`src/rtl/noobs_io_subsys.sv`:
```
// rtl/noobs_io_subsys.sv - NoobsCPU memory-mapped GPIO, buffered 8N1 UART TX and status block
//
// Ports:
//   clk        block clock (CPU clock)
//   reset_     asynchronous active-low reset
//   m_addr     CPU data address
//   m_wr_data  CPU write data
//   m_wr       write strobe
//   m_rd       read strobe
//   m_en       bus enable
//   rd_data    read data, combinational from m_addr (zero outside the decoded window)
//   io_hit     m_en and m_addr inside BASE_ADDR..BASE_ADDR+3
//   gpio       registered GPIO outputs
//   uart_tx    serial output, idle high
//
// Register map (offset from BASE_ADDR):
//   +0 GPIO    write: gpio = data      read: gpio zero-extended
//   +1 TX      write: push into FIFO   read: {4'b0, overflow, shifter_active, fifo_empty, fifo_full}
//   +2 DIV     baud divisor, one bit lasts DIV+1 cycles
//   +3 TOGGLE  write: gpio ^= data     read: 0
module noobs_io_subsys #(
    parameter logic [10:0] BASE_ADDR   = 11'd100,
    parameter int          GPIO_W      = 8,
    parameter logic [7:0]  GPIO_RESET  = 8'd1,
    parameter int          FIFO_DEPTH  = 8,
    parameter logic [7:0]  DEFAULT_DIV = 8'd15
) (
    input  logic              clk,
    input  logic              reset_,
    input  logic [10:0]       m_addr,
    input  logic [7:0]        m_wr_data,
    input  logic              m_wr,
    input  logic              m_rd,
    input  logic              m_en,
    output logic [7:0]        rd_data,
    output logic              io_hit,
    output logic [GPIO_W-1:0] gpio,
    output logic              uart_tx
);

    localparam int            AW       = $clog2(FIFO_DEPTH);
    localparam int            CW       = AW + 1;
    localparam logic [CW-1:0] FULL_CNT = CW'(FIFO_DEPTH);

    typedef enum logic [1:0] {
        IDLE  = 2'd0,
        START = 2'd1,
        DATA  = 2'd2,
        STOP  = 2'd3
    } tx_state_t;

    // Address decode. The subtraction is done one bit wider so that addresses
    // below BASE_ADDR land far above the window instead of wrapping into it.
    logic [11:0] addr_diff;
    logic        addr_match;
    logic [1:0]  reg_sel;
    logic        wr_hit;
    logic        rd_hit;

    assign addr_diff  = {1'b0, m_addr} - {1'b0, BASE_ADDR};
    assign addr_match = (addr_diff < 12'd4);
    assign reg_sel    = addr_diff[1:0];
    assign io_hit     = m_en & addr_match;
    assign wr_hit     = io_hit & m_wr;
    assign rd_hit     = io_hit & m_rd;

    // Registers and FIFO state
    logic [7:0]    divisor;
    logic          overflow;
    logic [7:0]    fifo_mem [FIFO_DEPTH];
    logic [AW-1:0] wr_ptr;
    logic [AW-1:0] rd_ptr;
    logic [CW-1:0] count;
    logic          fifo_full;
    logic          fifo_empty;
    logic          push_req;
    logic          push;
    logic          pop;

    // Transmitter state
    tx_state_t  state;
    tx_state_t  next_state;
    logic [7:0] shift_reg;
    logic [7:0] bit_cnt;
    logic [2:0] idx;
    logic       bit_end;
    logic       shifter_active;

    assign fifo_full      = (count == FULL_CNT);
    assign fifo_empty     = (count == '0);
    assign push_req       = wr_hit & (reg_sel == 2'd1);
    // Fullness is judged on the registered count, so a push while full is
    // dropped even when the shifter pops in the same cycle.
    assign push           = push_req & ~fifo_full;
    assign pop            = (state == IDLE) & ~fifo_empty;
    assign bit_end        = (bit_cnt == 8'd0);
    assign shifter_active = (state != IDLE);

    // GPIO, divisor and overflow flag
    always_ff @(posedge clk or negedge reset_) begin
        if (!reset_) begin
            gpio     <= GPIO_RESET[GPIO_W-1:0];
            divisor  <= DEFAULT_DIV;
            overflow <= 1'b0;
        end else begin
            if (wr_hit && reg_sel == 2'd0) begin
                gpio <= m_wr_data[GPIO_W-1:0];
            end else if (wr_hit && reg_sel == 2'd3) begin
                gpio <= gpio ^ m_wr_data[GPIO_W-1:0];
            end
            if (wr_hit && reg_sel == 2'd2) begin
                divisor <= m_wr_data;
            end
            // A dropped push wins over a status read in the same cycle so the
            // loss is never silently cleared.
            if (push_req && fifo_full) begin
                overflow <= 1'b1;
            end else if (rd_hit && reg_sel == 2'd1) begin
                overflow <= 1'b0;
            end
        end
    end

    // FIFO storage carries no reset; validity is tracked by count.
    always_ff @(posedge clk) begin
        if (push) begin
            fifo_mem[wr_ptr] <= m_wr_data;
        end
    end

    always_ff @(posedge clk or negedge reset_) begin
        if (!reset_) begin
            wr_ptr <= '0;
            rd_ptr <= '0;
            count  <= '0;
        end else begin
            if (push) begin
                wr_ptr <= wr_ptr + AW'(1);
            end
            if (pop) begin
                rd_ptr <= rd_ptr + AW'(1);
            end
            case ({push, pop})
                2'b10:   count <= count + CW'(1);
                2'b01:   count <= count - CW'(1);
                default: count <= count;
            endcase
        end
    end

    // TX FSM: state register
    always_ff @(posedge clk or negedge reset_) begin
        if (!reset_) begin
            state <= IDLE;
        end else begin
            state <= next_state;
        end
    end

    // TX FSM: next-state logic
    always_comb begin
        next_state = state;
        case (state)
            IDLE:    if (!fifo_empty)              next_state = START;
            START:   if (bit_end)                  next_state = DATA;
            DATA:    if (bit_end && idx == 3'd7)   next_state = STOP;
            STOP:    if (bit_end)                  next_state = IDLE;
            default:                               next_state = IDLE;
        endcase
    end

    // TX FSM: output logic. Combinational from state so that an asynchronous
    // reset forces the line idle without waiting for a clock.
    always_comb begin
        uart_tx = 1'b1;
        case (state)
            IDLE:    uart_tx = 1'b1;
            START:   uart_tx = 1'b0;
            DATA:    uart_tx = shift_reg[idx];
            STOP:    uart_tx = 1'b1;
            default: uart_tx = 1'b1;
        endcase
    end

    // Bit timing datapath. bit_cnt is reloaded from the live divisor at each
    // bit boundary, so a divisor write only affects bits that start later.
    always_ff @(posedge clk or negedge reset_) begin
        if (!reset_) begin
            shift_reg <= 8'd0;
            bit_cnt   <= 8'd0;
            idx       <= 3'd0;
        end else if (state == IDLE) begin
            if (pop) begin
                shift_reg <= fifo_mem[rd_ptr];
                bit_cnt   <= divisor;
            end
        end else if (bit_end) begin
            bit_cnt <= divisor;
            if (state == START) begin
                idx <= 3'd0;
            end else if (state == DATA) begin
                idx <= idx + 3'd1;
            end
        end else begin
            bit_cnt <= bit_cnt - 8'd1;
        end
    end

    // Read mux
    always_comb begin
        rd_data = 8'd0;
        if (addr_match) begin
            case (reg_sel)
                2'd0:    rd_data = 8'(gpio);
                2'd1:    rd_data = {4'b0000, overflow, shifter_active, fifo_empty, fifo_full};
                2'd2:    rd_data = divisor;
                default: rd_data = 8'd0;
            endcase
        end
    end

endmodule
```
`config.mk`:
```
export PLATFORM = sky130hd
export DESIGN_NAME = noobs_io_subsys
export DESIGN_NICKNAME = d
export VERILOG_FILES = /design/src/rtl/noobs_io_subsys.sv
export SDC_FILE = /design/constraint.sdc
export NUM_CORES = 1
export LEC_CHECK = 0
export ABC_CLOCK_PERIOD_IN_PS = 8100
export CORE_ASPECT_RATIO = 1.4
export CORE_MARGIN = 2
export CORE_UTILIZATION = 45
export CTS_CLUSTER_SIZE = 12
export DETAILED_ROUTE_END_ITERATION = 7
export HOLD_SLACK_MARGIN = 0.02
export PLACE_DENSITY = 0.75
export SLEW_MARGIN = 20
export SYNTH_ARGS = -nofsm -noshare
export SYNTH_HDL_FRONTEND = slang
export SYNTH_SLANG_ARGS = --single-unit
```
`constraint.sdc`:
```
create_clock -name clk -period 8.1 [get_ports clk]
set_clock_uncertainty 0.15 [all_clocks]
set_input_delay 1.215 -clock clk [delete_from_list [all_inputs] [get_ports clk]]
set_output_delay 1.215 -clock clk [all_outputs]
set_load 0.02 [all_outputs]
```
==> metrics, run 1 <==
Tot GR Track Use 0.182; clk slew on worst S/H paths 0.07 ns; status complete, no violations; via/cell ratio 5.86; # diodes 0; Async SR Flop Fraction 0.429; post-CTS setup buffers 0; minimum clock period 4.96 ns; share of layout cells above drive strength 1 0.165; top cells by area, synth edfxtp_1 37%, dfrtp_1 21%, mux4_2 7.7%; worst path bufs/invs 2; Routed WL 10600 um; Final ANT Viol Nets 0; area delta synth->final 16.2%; CTS resizes 0; Die Wd 95.1 um; post-synthesis cell type count 47; Synth area leader edfxtp_1; Initial Util 0.461; Tcrit/Tclk final 0.612; hold_buf cts 0; CP Launch Type primary input; TritonCTS clock tree yes; Placed Cells 551; DR WL/cell 18.7 um; final net count 455; min-delay worst type register to register; Finish-stage setup viols 0; Filler Cell Count 895; io pins 42; Arr. time, crit path 3.59 ns; TritonCTS Buffers 9; P per Cell Area 287 nW/um2; synthesized area 5230 um2; Iter 0 DRT Violations 178; std cell rows 46; Detail Placement HPWL 7360 um; EDFF count, synth 64; Synth Area in Compound Gates 0.0904; CP max stage delay 0.88 ns; syn_nets 420; adder-cell share of the synthesized area 0.0311; multi-input logic area 2010 um2; maximum vdd ir drop 178 uV; Seq/Total Area, Yosys 0.598; TritonCTS Sinks 112; CP cell instances clkdlybuf4s50_1 > nor2b_1 > a21oi_1 > nor2_1 > clkdlybuf4s50_1; Cells after Synth 383; Port Buffers 41; area of the core 11300 um2; vias in the first global route 3286; vias 3321; Post-synth top flop edfxtp_1; die footprint 12500 um2; first-pass GRT wire length 17100 um; Slew HR 0.284; GRT overflow 0; fin cells 567; Die Ht 132 um; Post-route DRC 0; crit end category output port; dpl cell area 5770 um2; crit path max fanout 20; max FFs per register 64; initial antenna violation count 0; Slowest cell on crit path clkdlybuf4s50_1; Least-Margin Pin Slew 1.06 ns; yosys warns 0; register bit total from synthesis 112; TNS Setup 0 ns; H-tree depth 3; Max clock buf depth 2; main combinational cell family by area after synthesis multiplexers; CP Class primary input to output port; largest net degree at the start of global routing 49; mux share of post-synthesis cell area 0.140; Final Max Slew Viols 0; delay-heaviest family, CP buffers and inverters; RSZ-0062 raised after global routing no; max cap viols 0; Syn Area/Cell 13.7 um2; clk root buf clkbuf_16; worst endpoint required time 6.73 ns; count of TritonRoute iterations in the first routing pass 4; GPL Wtd Cong 0.781; final hold vios 0; Fmax 202 MHz; clk_lat worst skew 0.36 ns; post-route cell area 6080 um2; Yosys top cell area share 0.367; Pleak 2.24 nW; Reg area 3130 um2; Synth Area in Simple Gates 0.103; most frequent CP cell clkdlybuf4s50_1; Most flops, register fifo_mem; post-synthesis xor/xnor area fraction 0.0151
==> metrics by stage <==
step / power (mW) / setup WS (ns) / hold WS, ns / util
after floorplan: 1.18 / 4.37 / 0.295 / -
after global placement: 1.28 / 3.25 / 0.308 / 0.508
after detailed placement: 1.31 / 3.18 / 0.321 / 0.509
after CTS: 1.76 / 3.17 / 0.341 / 0.536
after global routing: 1.85 / 2.98 / 0.372 / 0.536
final: 1.74 / 3.14 / 0.338 / 0.536
==> placed cells by master, fill, tap and decap left out, types with 9 or more instances in the layout <==
| cell | count |
|---|---|
| o21ai_0 | 19 |
| nor2_1 | 21 |
| mux4_2 | 18 |
| clkbuf_16 | 9 |
| edfxtp_1 | 64 |
| nand3_1 | 15 |
| clkdlybuf4s50_1 | 40 |
| dfrtp_1 | 42 |
| nand2_1 | 25 |
| nor3_1 | 10 |
| a21oi_1 | 20 |
| mux2i_1 | 16 |
| ha_1 | 13 |
==> cell families (layout without fill, tap and decap cells) <==
group                      Yosys count  after routing
buffers and inverters               27             67
muxes                               46             46
DFF                                112            112
and+or+nand+nor                    105            105
adders and majority gates           13             13
AOI/OAI and AO/OA                   71             71
xor gates and xnor gates             9              9
==> path summary, 6_finish.rpt <==
check                                    startpoint                  endpoint  slack [ns]  cells past startpoint
max                                       m_addr[0]                rd_data[1]        3.14                      5
min                        shift_reg[2]$_DFFE_PN0P_  shift_reg[2]$_DFFE_PN0P_        0.34                      2
max reg2reg                    count[1]$_DFFE_PN0P_      count[2]$_DFFE_PN0P_        4.47                     10
min reg2reg                shift_reg[2]$_DFFE_PN0P_  shift_reg[2]$_DFFE_PN0P_        0.34                      2
max in group asynchronous                    reset_     rd_ptr[0]$_DFFE_PN0P_        6.64                      1
min in group asynchronous                    reset_    bit_cnt[5]$_DFFE_PN0P_        0.71                      1
==> cell usage after synthesis (4+ instances only) <==
cell type,number
nand4_1,5
mux2_2,4
mux4_2,18
xor2_1,4
a21oi_1,20
nand2b_1,7
nor3_1,14
dfrtp_1,43
ha_1,13
dfstp_2,5
nand3_1,15
o221a_2,8
a31oi_1,8
o21ai_0,19
buf_2,6
clkbuf_1,10
nand2_1,25
inv_1,7
nor2_1,21
xnor2_1,5
edfxtp_1,64
mux2i_1,16
mux2_4,8
==> layer usage <==
layer,share of wire,GRT usage
met2,0.54,0.308
met5,0,0
met3,0.034,0.0218
met1,0.40,0.229
met4,0.025,0.0862
==> power breakdown <==
| part | leakage (nW) | switching, mW | internal, mW |
|---|---|---|---|
| logic | 0.912 | 0.240 | 0.265 |
| clock network | 0.149 | 0.206 | 0.243 |
| registers | 1.18 | 0.117 | 0.673 |
==> layout make-up <==
class | instances | share of cell area
multi-input cells | 244 | 0.330
flip-flops and latches | 112 | 0.515
clock buffers | 9 | 0.0370
clock inverters | 7 | 0.0134
well taps | 144 | 0.0296
inverters | 7 | 0.00432
repair buffers | 44 | 0.0708
==> worst min-delay path, cell delays in order, from the launching register on <==
cell and delay (ns):
dfrtp_1 0.35, nand2_1 0.05, o21ai_0 0.06
Note: power is estimated with default switching activity, not from simulation.
==> run 2, diff against run 1 <==
--- a/config.mk
+++ b/config.mk
@@ -5,7 +5,7 @@
 export SDC_FILE = /design/constraint.sdc
 export NUM_CORES = 1
 export LEC_CHECK = 0
-export ABC_CLOCK_PERIOD_IN_PS = 8100
+export ABC_CLOCK_PERIOD_IN_PS = 4800
 export CORE_ASPECT_RATIO = 1.4
 export CORE_MARGIN = 2
 export CORE_UTILIZATION = 45
==> constraint.sdc (replaced) <==
create_clock -name clk -period 4.8 [get_ports clk]
set_clock_uncertainty 0.15 [all_clocks]
set_input_delay 0.72 -clock clk [delete_from_list [all_inputs] [get_ports clk]]
set_output_delay 0.72 -clock clk [all_outputs]
set_load 0.02 [all_outputs]
==> run 2 against run 1 <==
Net effect:
- core utilization down 0.077 points
- first-iteration DRC count up 44%
- worst hold slack worse by 0.10 ns
- register-to-register slack worse by 2.8 ns
- critical path depth unchanged
- global-route usage up 0.28 points
- setup slack worse by 2.3 ns
- clock-buffer cell count up 3
- largest power group unchanged
- clock power up 53%
- cell area down 0.14%
- combinational power up 69%
- critical path type unchanged
==> metrics, run 2 (synthesized netlist as in run 1, its figures left out) <==
status complete, no violations (unchanged); most frequent cells in the layout 64 x edfxtp_1, 42 x dfrtp_1, 40 x clkdlybuf4s50_1 (unchanged); GPL Wtd Cong 0.837 (was 0.781); Initial Util 0.461 (unchanged); initial antenna violation count 0 (unchanged); Critical R2R Capture count[2]$_DFFE_PN0P_ (unchanged); Tot GR Track Use 0.185 (was 0.182); clk_lat worst skew 0.34 ns (was 0.36 ns); Reg area 3130 um2 (unchanged); Least-Margin Pin Slew 0.944 ns (was 1.06 ns); Routed WL 11000 um (was 10600 um); Die Wd 95.1 um (unchanged); Max clock buf depth 2 (unchanged); Tcrit/Tclk final 0.814; H-tree depth 3 (unchanged); commonest non-fill, non-tap cell in the layout edfxtp_1 (unchanged); Die Ht 132 um (unchanged); Slew HR 0.368 (was 0.284); DR WL/cell 19.2 um (was 18.7 um); area of the core 11300 um2 (unchanged); hold_buf cts 0 (unchanged); vias 3371 (was 3321); multi-input logic area 1990 um2 (was 2010 um2); share of layout cells above drive strength 1 0.164 (was 0.165); crit end category output port (unchanged); clk slew on worst S/H paths 0.07 ns (about the same); via/cell ratio 5.89 (was 5.86); count of TritonRoute iterations in the first routing pass 7 (was 4); Pleak 2.25 nW (was 2.24 nW); die footprint 12500 um2 (unchanged); max cap viols 0 (unchanged); std cell rows 46 (unchanged); maximum vdd ir drop 272 uV (was 178 uV); area delta synth->final 16.0% (was 16.2%); Finish-stage setup viols 0 (unchanged); Most flops, register fifo_mem (unchanged); TritonCTS Sinks 112 (unchanged); largest net degree at the start of global routing 49 (unchanged); CTS resizes 0 (unchanged); Arr. time, crit path 3.04 ns (was 3.59 ns); CP endpoint rd_data[7] (was rd_data[1]); Hold Slack 0.237 ns (was 0.338 ns); minimum clock period 3.91 ns; Post-route DRC 0 (unchanged); Iter 0 DRT Violations 257 (was 178); io pins 42 (unchanged); Detail Placement HPWL 7400 um (was 7360 um); worst-case reg-to-reg path depth 11 (was 10); CP Class primary input to output port (unchanged); CP Launch Type primary input (unchanged); Placed Cells 556 (was 551); Final ANT Viol Nets 0 (unchanged); post-CTS setup buffers 0 (unchanged); FF-to-FF setup slack 1.66 ns (was 4.47 ns); final hold vios 0 (unchanged); final net count 460 (was 455); Port Buffers 41 (unchanged); Filler Cell Count 899 (was 895); Final Max Slew Viols 0 (unchanged); fin cells 572 (was 567); min-delay worst type primary input to asynchronous set/reset pin (was register to register); fin util 0.535 (was 0.536); max FFs per register 64 (unchanged); total power 2.88 mW (was 1.74 mW); first-pass GRT wire length 17500 um (was 17100 um); P per Cell Area 475 nW/um2 (was 287 nW/um2); Fmax 256 MHz; worst endpoint required time 3.93 ns (was 6.73 ns); clk root buf clkbuf_16 (unchanged); TritonCTS Buffers 9 (unchanged); crit path max fanout 8 (was 20); # diodes 0 (unchanged); RSZ-0062 raised after global routing no (unchanged); Critical Path Source m_addr[4] (was m_addr[0]); vias in the first global route 3370 (was 3286); TritonCTS clock tree yes (unchanged); reg2reg start count[2]$_DFFE_PN0P_ (was count[1]$_DFFE_PN0P_); TNS Setup 0 ns (unchanged); GRT overflow 0 (unchanged)
[run 2: critical path: stages]
cell and delay [ns]:
clkdlybuf4s50_1 0.42, nor4b_1 0.47, nand3_1 0.41, nor3_1 0.36, clkdlybuf4s50_1 0.65
[run 2: worst min-delay path by stage]
stage / startpoint / end / slack (ns)
2_1_floorplan: reset_ / bit_cnt[0]$_DFFE_PN0P_ / 0.27
3_3_place_gp: shift_reg[5]$_DFFE_PN0P_ / shift_reg[5]$_DFFE_PN0P_ / 0.31
3_5_place_dp: shift_reg[3]$_DFFE_PN0P_ / shift_reg[3]$_DFFE_PN0P_ / 0.32
4_1_cts: shift_reg[3]$_DFFE_PN0P_ / shift_reg[3]$_DFFE_PN0P_ / 0.34
5_1_grt: reset_ / bit_cnt[5]$_DFFE_PN0P_ / 0.28
6_report: reset_ / bit_cnt[5]$_DFFE_PN0P_ / 0.24
[run 2: area by class of cell]
| type | instances | share of cell area |
|---|---|---|
| tap | 144 | 0.0297 |
| timing repair buffer | 49 | 0.0771 |
| clock inverter | 4 | 0.00474 |
| multi-input combinational | 244 | 0.328 |
| clock buffer | 12 | 0.0406 |
| sequential | 112 | 0.516 |
| inverter | 7 | 0.00433 |
[run 2: metal layers]
metal	vias to the layer above	routed length, um	track usage	part of all wire
met5	-	0	0	0
li1	1556	-	-	-
met2	86	6000	0.323	0.55
met1	1713	4340	0.222	0.40
met3	16	412	0.0321	0.038
met4	0	220	0.0733	0.020
[run 2: power by group]
part           switching (mW)  internal (mW)
Combinational           0.405          0.450
Clock                   0.320          0.368
Sequential              0.203           1.14
Total                   0.928           1.95
[run 2: stage by stage]
step,area [um2],setup slack [ns]
3_3_place_gp,5790,0.916
4_1_cts,6070,0.912
3_5_place_dp,5790,0.758
5_1_grt,6070,0.785
6_report,6070,0.892
2_1_floorplan,5230,1.65
==> run 3, diff against run 2 <==
--- a/config.mk
+++ b/config.mk
@@ -5,7 +5,7 @@
 export SDC_FILE = /design/constraint.sdc
 export NUM_CORES = 1
 export LEC_CHECK = 0
-export ABC_CLOCK_PERIOD_IN_PS = 4800
+export ABC_CLOCK_PERIOD_IN_PS = 3900
 export CORE_ASPECT_RATIO = 1.4
 export CORE_MARGIN = 2
 export CORE_UTILIZATION = 45
==> constraint.sdc (replaced) <==
create_clock -name clk -period 3.9 [get_ports clk]
set_clock_uncertainty 0.15 [all_clocks]
set_input_delay 0.585 -clock clk [delete_from_list [all_inputs] [get_ports clk]]
set_output_delay 0.585 -clock clk [all_outputs]
set_load 0.02 [all_outputs]
==> run 3 against run 2 <==
Net effect:
- clock-buffer cell count shrank 1
- routed wire length is essentially flat
- setup slack lost 0.45 ns
- sequential share of layout area shrank 0.58 points
- worst hold slack lost 0.14 ns
- sequential power grew 23%
- largest power group unchanged
- sequential cell count is the same
- non-clock buffer count grew 6
- die area is the same
- highest routed layer unchanged
==> metrics, run 3 (synthesized netlist as in run 1, its figures left out) <==
Initial Util 0.461 (unchanged); TNS Setup 0 ns (unchanged); CP Class primary input to output port (unchanged); io pins 42 (unchanged); initial antenna violation count 0 (unchanged); Slew HR 0.468 (was 0.368); # diodes 0 (unchanged); Routed WL 11000 um (about the same); Final ANT Viol Nets 0 (unchanged); commonest non-fill, non-tap cell in the layout edfxtp_1 (unchanged); Die Ht 132 um (unchanged); maximum vdd ir drop 379 uV (was 272 uV); area delta synth->final 17.4% (was 16.0%); TritonCTS Sinks 112 (unchanged); Die Wd 95.1 um (unchanged); Fmax 290 MHz; Least-Margin Pin Slew 0.799 ns (was 0.944 ns); Tot GR Track Use 0.189 (was 0.185); std cell rows 46 (unchanged); CTS resizes 0 (unchanged); CP Launch Type primary input (unchanged); Detail Placement HPWL 7570 um (was 7400 um); share of layout cells above drive strength 1 0.177 (was 0.164); Max clock buf depth 2 (unchanged); post-CTS setup buffers 0 (unchanged); Pleak 2.30 nW (was 2.25 nW); Iter 0 DRT Violations 178 (was 257); max FFs per register 64 (unchanged); final net count 466 (was 460); Port Buffers 41 (unchanged); status complete, no violations (unchanged); Internal 2.48 mW (was 1.95 mW); worst endpoint required time 3.16 ns (was 3.93 ns); Post-route DRC 0 (unchanged); Final Max Slew Viols 0 (unchanged); GRT overflow 0 (unchanged); die footprint 12500 um2 (unchanged); hold_buf cts 0 (unchanged); Clock Power Share 0.252 (was 0.239); Setup WS pre-CTS 0.250 ns (was 0.758 ns); final hold vios 0 (unchanged); most frequent cells in the layout 64 x edfxtp_1, 42 x dfrtp_1, 40 x clkdlybuf4s50_1 (unchanged); clk root buf clkbuf_16 (unchanged); max cap viols 0 (unchanged); RSZ-0062 raised after global routing no (unchanged); first-pass GRT wire length 17900 um (was 17500 um); minimum clock period 3.45 ns; vias 3373 (was 3371); largest net degree at the start of global routing 49 (unchanged); TritonCTS Buffers 9 (unchanged); via/cell ratio 5.84 (was 5.89); Tcrit/Tclk final 0.885; H-tree depth 3 (unchanged); P_sw 1.15 mW (was 0.928 mW); clk slew on worst S/H paths 0.07 ns (about the same); P per Cell Area 592 nW/um2 (was 475 nW/um2); final worst-path setup slack 0.447 ns (was 0.892 ns); count of TritonRoute iterations in the first routing pass 4 (was 7); Filler Cell Count 896 (was 899); clk_lat worst skew 0.35 ns (was 0.34 ns); TritonCTS clock tree yes (unchanged); area of the core 11300 um2 (unchanged); Finish-stage setup viols 0 (unchanged); proportion of power drawn by combinational gates 0.295 (was 0.297); vias in the first global route 3421 (was 3370); GPL Wtd Cong 0.776 (was 0.837); Arr. time, crit path 2.72 ns (was 3.04 ns); Most flops, register fifo_mem (unchanged); Net Sw Frac 0.318 (was 0.322); crit path max fanout 8 (unchanged); crit end category output port (unchanged); sequential share of power 0.453 (was 0.465); min-delay worst type primary input to asynchronous set/reset pin (unchanged); DR WL/cell 19.0 um (was 19.2 um)
run 3: worst paths after layout:
path	start	slack [ns]	to	cells after the start
max	m_addr[4]	0.45	rd_data[7]	5
min	reset_	0.1	bit_cnt[5]$_DFFE_PN0P_	1
max reg2reg	count[2]$_DFFE_PN0P_	1.10	count[2]$_DFFE_PN0P_	12
min reg2reg	shift_reg[6]$_DFFE_PN0P_	0.34	shift_reg[6]$_DFFE_PN0P_	2
max in group asynchronous	reset_	3.05	rd_ptr[0]$_DFFE_PN0P_	1
min in group clk	shift_reg[6]$_DFFE_PN0P_	0.34	shift_reg[6]$_DFFE_PN0P_	2
run 3: routing by layer:
layer | routed length, um | GRT usage | share of wire
met5 | 0 | 0 | 0
met4 | 302 | 0.0878 | 0.028
met3 | 428 | 0.0281 | 0.039
met2 | 5760 | 0.316 | 0.53
met1 | 4480 | 0.236 | 0.41
run 3: worst max-delay path: stages:
cell and delay, ns:
clkdlybuf4s50_1 0.41, nor4b_1 0.40, nand3_1 0.36, nor3_1 0.32, clkdlybuf4s50_1 0.65
run 3: stage by stage:
step | util | total power [mW] | cells | hold WS [ns] | cell area [um2]
6_report | 0.541 | 3.63 | 578 | 0.0973 | 6140
5_1_grt | 0.541 | 3.86 | 578 | 0.156 | 6140
4_1_cts | 0.541 | 3.66 | 578 | 0.326 | 6140
3_5_place_dp | 0.515 | 2.75 | 562 | 0.321 | 5840
3_3_place_gp | 0.515 | 2.67 | 562 | 0.308 | 5840
2_1_floorplan | - | 2.45 | 383 | 0.139 | 5230
run 3: layout make-up:
class | instances | area (um2) | share of cell area
clock buffer | 11 | 243 | 0.0395
tap | 144 | 180 | 0.0293
timing repair buffer | 55 | 513 | 0.0836
clock inverter | 5 | 56.3 | 0.00917
sequential | 112 | 3130 | 0.510
multi-input combinational | 244 | 1990 | 0.324
inverter | 7 | 26.3 | 0.00428
run 3: power groups by stage:
stage	logic, mW	registers, mW	clock network, mW
2_1_floorplan	0.932	1.52	0
3_3_place_gp	1.01	1.66	0
3_5_place_dp	1.07	1.67	0
4_1_cts	1.08	1.65	0.929
5_1_grt	1.21	1.68	0.971
6_report	1.07	1.65	0.914
